--- config.mk ---
export PLATFORM = sky130hd
export DESIGN_NAME = scan_sequencer
export DESIGN_NICKNAME = d
export VERILOG_FILES = /design/src/rtl/scan_seq_pkg.sv /design/src/rtl/scan_dwell_timer.sv /design/src/rtl/scan_sequencer.sv
export SDC_FILE = /design/constraint.sdc
export NUM_CORES = 1
export LEC_CHECK = 0
export BUFFER_PORTS_ARGS = -buffer_cell sky130_fd_sc_hd__buf_4
export CAP_MARGIN = 40
export CORE_MARGIN = 5
export CORE_UTILIZATION = 51
export DETAILED_ROUTE_END_ITERATION = 8
export PLACE_DENSITY = 0.82
export SLEW_MARGIN = 25
export SYNTH_ARGS = -nofsm -noshare
export SYNTH_HDL_FRONTEND = slang
export SYNTH_SLANG_ARGS = --single-unit
--- constraint.sdc ---
create_clock -name clk -period 3.4 [get_ports clk]
set_clock_uncertainty 0.15 [all_clocks]
set_input_delay 0.51 -clock clk [delete_from_list [all_inputs] [get_ports clk]]
set_output_delay 0.51 -clock clk [all_outputs]
set_load 0.005 [all_outputs]
--- src/rtl/scan_seq_pkg.sv ---
// scan_seq_pkg: shared state encoding and channel geometry for the scan sequencer
package scan_seq_pkg;
    localparam int NUM_CH = 16;
    localparam int IDX_W  = 4;
    typedef enum logic [1:0] {IDLE, SEEK, DWELL} state_t;
endpackage

--- src/rtl/scan_dwell_timer.sv ---
// scan_dwell_timer: loadable down-counter timing the on-period of one channel
module scan_dwell_timer #(
    parameter int W = 8
) (
    input  logic         clk,
    input  logic         rst,
    input  logic         load,
    input  logic [W-1:0] value,
    output logic         expired
);
    logic [W-1:0] cnt;
    // load on DWELL entry, then count down and rest at zero
    always_ff @(posedge clk or posedge rst)
        if (rst) cnt <= '0;
        else if (load) cnt <= value;
        else if (cnt != '0) cnt <= cnt - 1'b1;
    assign expired = cnt == '0;
endmodule

--- src/rtl/scan_sequencer.sv ---
// scan_sequencer: steps a 4-to-16 decoder over masked channels; SCAN_FRAME_CNT_EN adds frame_count
module scan_sequencer
    import scan_seq_pkg::*;
#(
    parameter int DWELL_W = 8
) (
    input  logic               clk,
    input  logic               rst,
    input  logic               start,
    input  logic               stop,
    input  logic [DWELL_W-1:0] dwell,
    input  logic [NUM_CH-1:0]  mask,
    output logic               en416,
    output logic               d,
    output logic               c,
    output logic               b,
    output logic               a,
    output logic               busy,
    output logic               frame_done
`ifdef SCAN_FRAME_CNT_EN
    ,
    output logic [7:0]         frame_count
`endif
);
    state_t state, state_n;
    logic [IDX_W-1:0] idx, idx_n;
    logic load, expired, wrap, accept;
    scan_dwell_timer #(.W(DWELL_W)) u_timer (
        .clk(clk), .rst(rst), .load(load), .value(dwell), .expired(expired)
    );
    assign {d, c, b, a} = idx;
    // next state and index; stop overrides everything and freezes idx
    always_comb begin
        state_n = state;
        idx_n   = idx;
        load    = 1'b0;
        wrap    = 1'b0;
        accept  = !stop && state == IDLE && start && mask != '0;
        if (stop) state_n = IDLE;
        else case (state)
            IDLE: if (accept) begin
                state_n = SEEK;
                idx_n   = '0;
            end
            SEEK: if (mask == '0) state_n = IDLE;
            else if (mask[idx]) begin
                state_n = DWELL;
                load    = 1'b1;
            end else begin
                idx_n = idx + 1'b1;
                wrap  = &idx;
            end
            DWELL: if (expired) begin
                state_n = SEEK;
                idx_n   = idx + 1'b1;
                wrap    = &idx;
            end
            default: state_n = IDLE;
        endcase
    end
    // state, index and registered outputs
    always_ff @(posedge clk or posedge rst)
        if (rst) begin
            state      <= IDLE;
            idx        <= '0;
            en416      <= 1'b0;
            busy       <= 1'b0;
            frame_done <= 1'b0;
        end else begin
            state      <= state_n;
            idx        <= idx_n;
            en416      <= state_n == DWELL;
            busy       <= state_n != IDLE;
            frame_done <= wrap;
        end
`ifdef SCAN_FRAME_CNT_EN
    // frames completed since the last accepted start
    always_ff @(posedge clk or posedge rst)
        if (rst) frame_count <= '0;
        else if (accept) frame_count <= '0;
        else if (wrap) frame_count <= frame_count + 1'b1;
`endif
endmodule
==> summary.txt <==
Status
  – Run status: finished clean

Routing
  – Post-detailed-route via-to-cell ratio: between 5 and 6
  – Final wirelength: between 2000 and 3000 um
  – Total number of vias: approximately 1100
  – Initial DRT Pass Iterations: 4
  – Number of DRC violations after detailed routing: 0
  – Remaining antenna violation count after routing: 0
  – Violation count after the first detailed-route iteration: between 40 and 50
  – Routed wire per std cell: around 15 um

Setup path
  – CP startpoint kind: flop
  – Crit path required time: 3.44 ns
  – Maximum net fanout on the critical path: 10
  – Critical path origin: idx[1]$_DFFE_PP0P_
  – Worst reg2reg path endpoint: u_timer.cnt[1]$_DFFE_PP0P_
  – Crit path arrival time: 2.82 ns
  – Worst Setup End Kind: flop
  – Type of the worst setup path: reg -> reg
  – Origin of the critical flop-to-flop path: idx[1]$_DFFE_PP0P_
  – Worst setup path end: u_timer.cnt[1]$_DFFE_PP0P_
  – Worst Reg2Reg Path Length in Cells: 5
  – Minimum setup slack among reg-to-reg paths: just over 0.6 ns

Synth
  – Register bit count reported by yosys: 17
  – Multiplexer fraction of the synthesized cell area: 0.1315
  – Main combinational cell family by area after synthesis: simple AND/OR/NAND/NOR gates
  – Yosys warning count: 0
  – Post-synth design cell area: about 1300 sq um
  – Post-synthesis sequential area ratio: 0.3386
  – Dominant cells by area after synthesis: sky130_fd_sc_hd__dfrtp_1, sky130_fd_sc_hd__ha_1, sky130_fd_sc_hd__mux4_1, sky130_fd_sc_hd__inv_1, sky130_fd_sc_hd__mux4_2
  – Complex-gate fraction of the synthesized area: 0.1574
  – Post-synthesis simple-gate area fraction: 0.1932
  – Fraction of the mapped netlist area in adder cells: 0.06972
  – Flip-flop cell with the highest count after synthesis: sky130_fd_sc_hd__dfrtp_1
  – Proportion of synthesized flip-flops having asynchronous set or reset: 1.000
  – Top cells by count, synth: sky130_fd_sc_hd__dfrtp_1, sky130_fd_sc_hd__inv_1, sky130_fd_sc_hd__nor2_1
  – Number of distinct standard cells referenced by the synthesized netlist: 42
  – Count of flip-flops with a built-in enable after synthesis: 0
  – Synth top area share: 0.3386
  – Area leader, netlist: sky130_fd_sc_hd__dfrtp_1
  – Post-Syn Nets: between 150 and 200
  – Leading cell type by number of instances after synthesis: sky130_fd_sc_hd__dfrtp_1
  – Xor/xnor share of the synthesized area: 0.04183
  – Syn Area/Cell: ~10 sq um
  – Number of instances in the synthesized netlist: about 130

Floorplan
  – Row cnt: 18
  – Floorplan die area: approximately 3600 sq um
  – Chip height: slightly below 60 um
  – Starting Density: 0.5213
  – I/O pin total: 35
  – X dimension of the die: 59.63 um
  – Area inside the core boundary: 2410 sq um

Pwr
  – Clock share of power: 0.120
  – Logic gate share of total power: 0.485
  – Net switching power: approximately 340 uW
  – Sequential group share of total power: 0.395
  – Switching portion of total power: 0.3861
  – Pwr Density: roughly 570 nW/um^2
  – Leak: roughly 0.00073 uW
  – IR drop worst, VDD: around 0.33 mV
  – Internal power component: roughly 540 uW

Timing
  – Total Negative Setup Slacks: 0 ns
  – Final worst setup slack: approximately 0.62 ns
  – Number of hold violations in the final report: 0
  – Shortest period the worst path allows: 2.780 ns
  – Pins Over Slew Limit: 0
  – Normalized max-slew margin: 0.5801
  – Worst Max-Slew Pin Slew: roughly 0.63 ns
  – RSZ-0062 raised after global routing: no
  – Share of the clock period used by the worst path after layout: 0.8177
  – Final setup violation count: 0
  – Achievable clock frequency: about 360 MHz

GRT
  – Total global-route track usage: 0.1766
  – Number of antenna violations at the first check in global routing: 0
  – Pin count of the biggest net entering global routing: 18
  – Wire length of the first global-routing pass: between 4000 and 5000 um
  – Total gr overflow: 0
  – Number of global-route vias before repair: between 1000 and 1500

Cells and area
  – Net count, final: approximately 200
  – Fraction of layout cells with a size suffix above 1: 0.3006
  – Area growth, synth to finish: 24.10%
  – Antenna diode count: 0
  – Post-layout instance count excluding filler cells: between 150 and 200
  – Final core utilization: 0.6469

Placed design
  – RePlAce Congestion: just over 0.8
  – Final HPWL from detailed placement: roughly 2300 um
  – Cells after DPL: about 190
  – Worst Setup Slack post-DPL: about 0.65 ns
  – Count of buffers from port buffering: 34

CTS
  – Maximum clock path buffer count: 2
  – Insertion delay of the later-clocked pin in the worst-skew pair: roughly 0.29 ns
  – Clock tree sinks: 17
  – CTS tree: built
  – Clock transition at path regs: 0.10 ns
  – Post-CTS setup-driven buffer insertion count: 0
  – Root buffer selected by CTS: sky130_fd_sc_hd__clkbuf_4
  – Number of buffers created by CTS: 3
  – Count of cells resized by post-cts repair: 0
  – H-tree lvl count: 1
  – Cts-stage hold buffer count: 0

Worst hold path
  – Worst hold-check path type: in -> async

Run
  – Max-cap violations: 0
## metal layers
metal / wire length, um / GRT usage / part of all wire
met5: 0 / 0 / 0
met4: 72 / 0.07911 / 0.026
met3: 187 / 0.02832 / 0.067
met2: 1442 / 0.3261 / 0.51
met1: 1109 / 0.1959 / 0.39
## registers in the layout, indices dropped and copies added (netlist names)
name and flops:
frame_done 1, en416 1, state 2, u_timer.cnt 8
idx 4, busy 1
## kinds of logic after synthesis
family                     count (synthesis)
AOI/OAI and AO/OA                         26
buffers and inverters                     20
xor gates and xnor gates                   6
muxes                                      9
DFF                                       17
and+or+nand+nor                           43
adders and majority gates                  7
## through the flow
step	instance area [sq um]	total power (uW)	hold slack, ns
final	1559	884.1	0.1432
after global routing	1559	968.6	0.1989
after CTS	1559	894.9	0.1632
after detailed placement	1531	785.1	0.4393
after global placement	1531	760.8	0.4261
after floorplan	1256	671.3	0.2861
## cells in the final DEF, fill, tap and decap left out, types with 3 or more instances in the layout
cell type | Yosys | final
sky130_fd_sc_hd__a21oi_1 | 4 | 4
sky130_fd_sc_hd__mux2i_1 | 3 | 3
sky130_fd_sc_hd__clkbuf_4 | 0 | 3
sky130_fd_sc_hd__nand2_1 | 7 | 7
sky130_fd_sc_hd__inv_1 | 16 | 16
sky130_fd_sc_hd__o21ai_0 | 7 | 7
sky130_fd_sc_hd__or4_1 | 5 | 5
sky130_fd_sc_hd__nor3_1 | 3 | 3
sky130_fd_sc_hd__nor2_1 | 11 | 11
sky130_fd_sc_hd__xnor2_1 | 4 | 4
sky130_fd_sc_hd__buf_4 | 0 | 35
sky130_fd_sc_hd__ha_1 | 7 | 7
sky130_fd_sc_hd__dfrtp_1 | 17 | 17
sky130_fd_sc_hd__nand3_1 | 7 | 7
sky130_fd_sc_hd__mux4_1 | 3 | 3
## final cells by class
type / count / area, sq um
multi-input combinational: 91 / 745.7
timing repair buffer: 35 / 262.8
clock buffer: 3 / 22.52
tap: 30 / 37.54
inverter: 16 / 60.06
clock inverter: 1 / 5.005
fill: 210 / 850.8
sequential: 17 / 425.4
## critical path: stages (launching register included)
cell and delay (ns):
sky130_fd_sc_hd__dfrtp_1 0.55, sky130_fd_sc_hd__mux4_1 0.63, sky130_fd_sc_hd__mux4_2 0.56, sky130_fd_sc_hd__nand3b_1 0.23, sky130_fd_sc_hd__buf_4 0.21, sky130_fd_sc_hd__mux2_2 0.34
## power by group through the flow
stage	clock network [uW]	registers [uW]	logic, uW
finish	106	349	429
global route	121	363	484
CTS	111	351	433
detailed placement	0	355	430
global placement	0	350	410
floorplan	0	328	343
## worst min path at each step
stage	slack, ns	cells past startpoint	endpoint	startpoint
2_1_floorplan	0.29	1	busy$_DFF_PP0_	rst
3_3_place_gp	0.43	1	idx[3]$_DFFE_PP0P_	idx[3]$_DFFE_PP0P_
3_5_place_dp	0.44	2	frame_done$_DFF_PP0_	idx[3]$_DFFE_PP0P_
4_1_cts	0.16	2	u_timer.cnt[0]$_DFFE_PP0P_	rst
5_1_grt	0.20	2	u_timer.cnt[0]$_DFFE_PP0P_	rst
6_report	0.14	2	u_timer.cnt[0]$_DFFE_PP0P_	rst
Power figures use the tool's default switching activity.
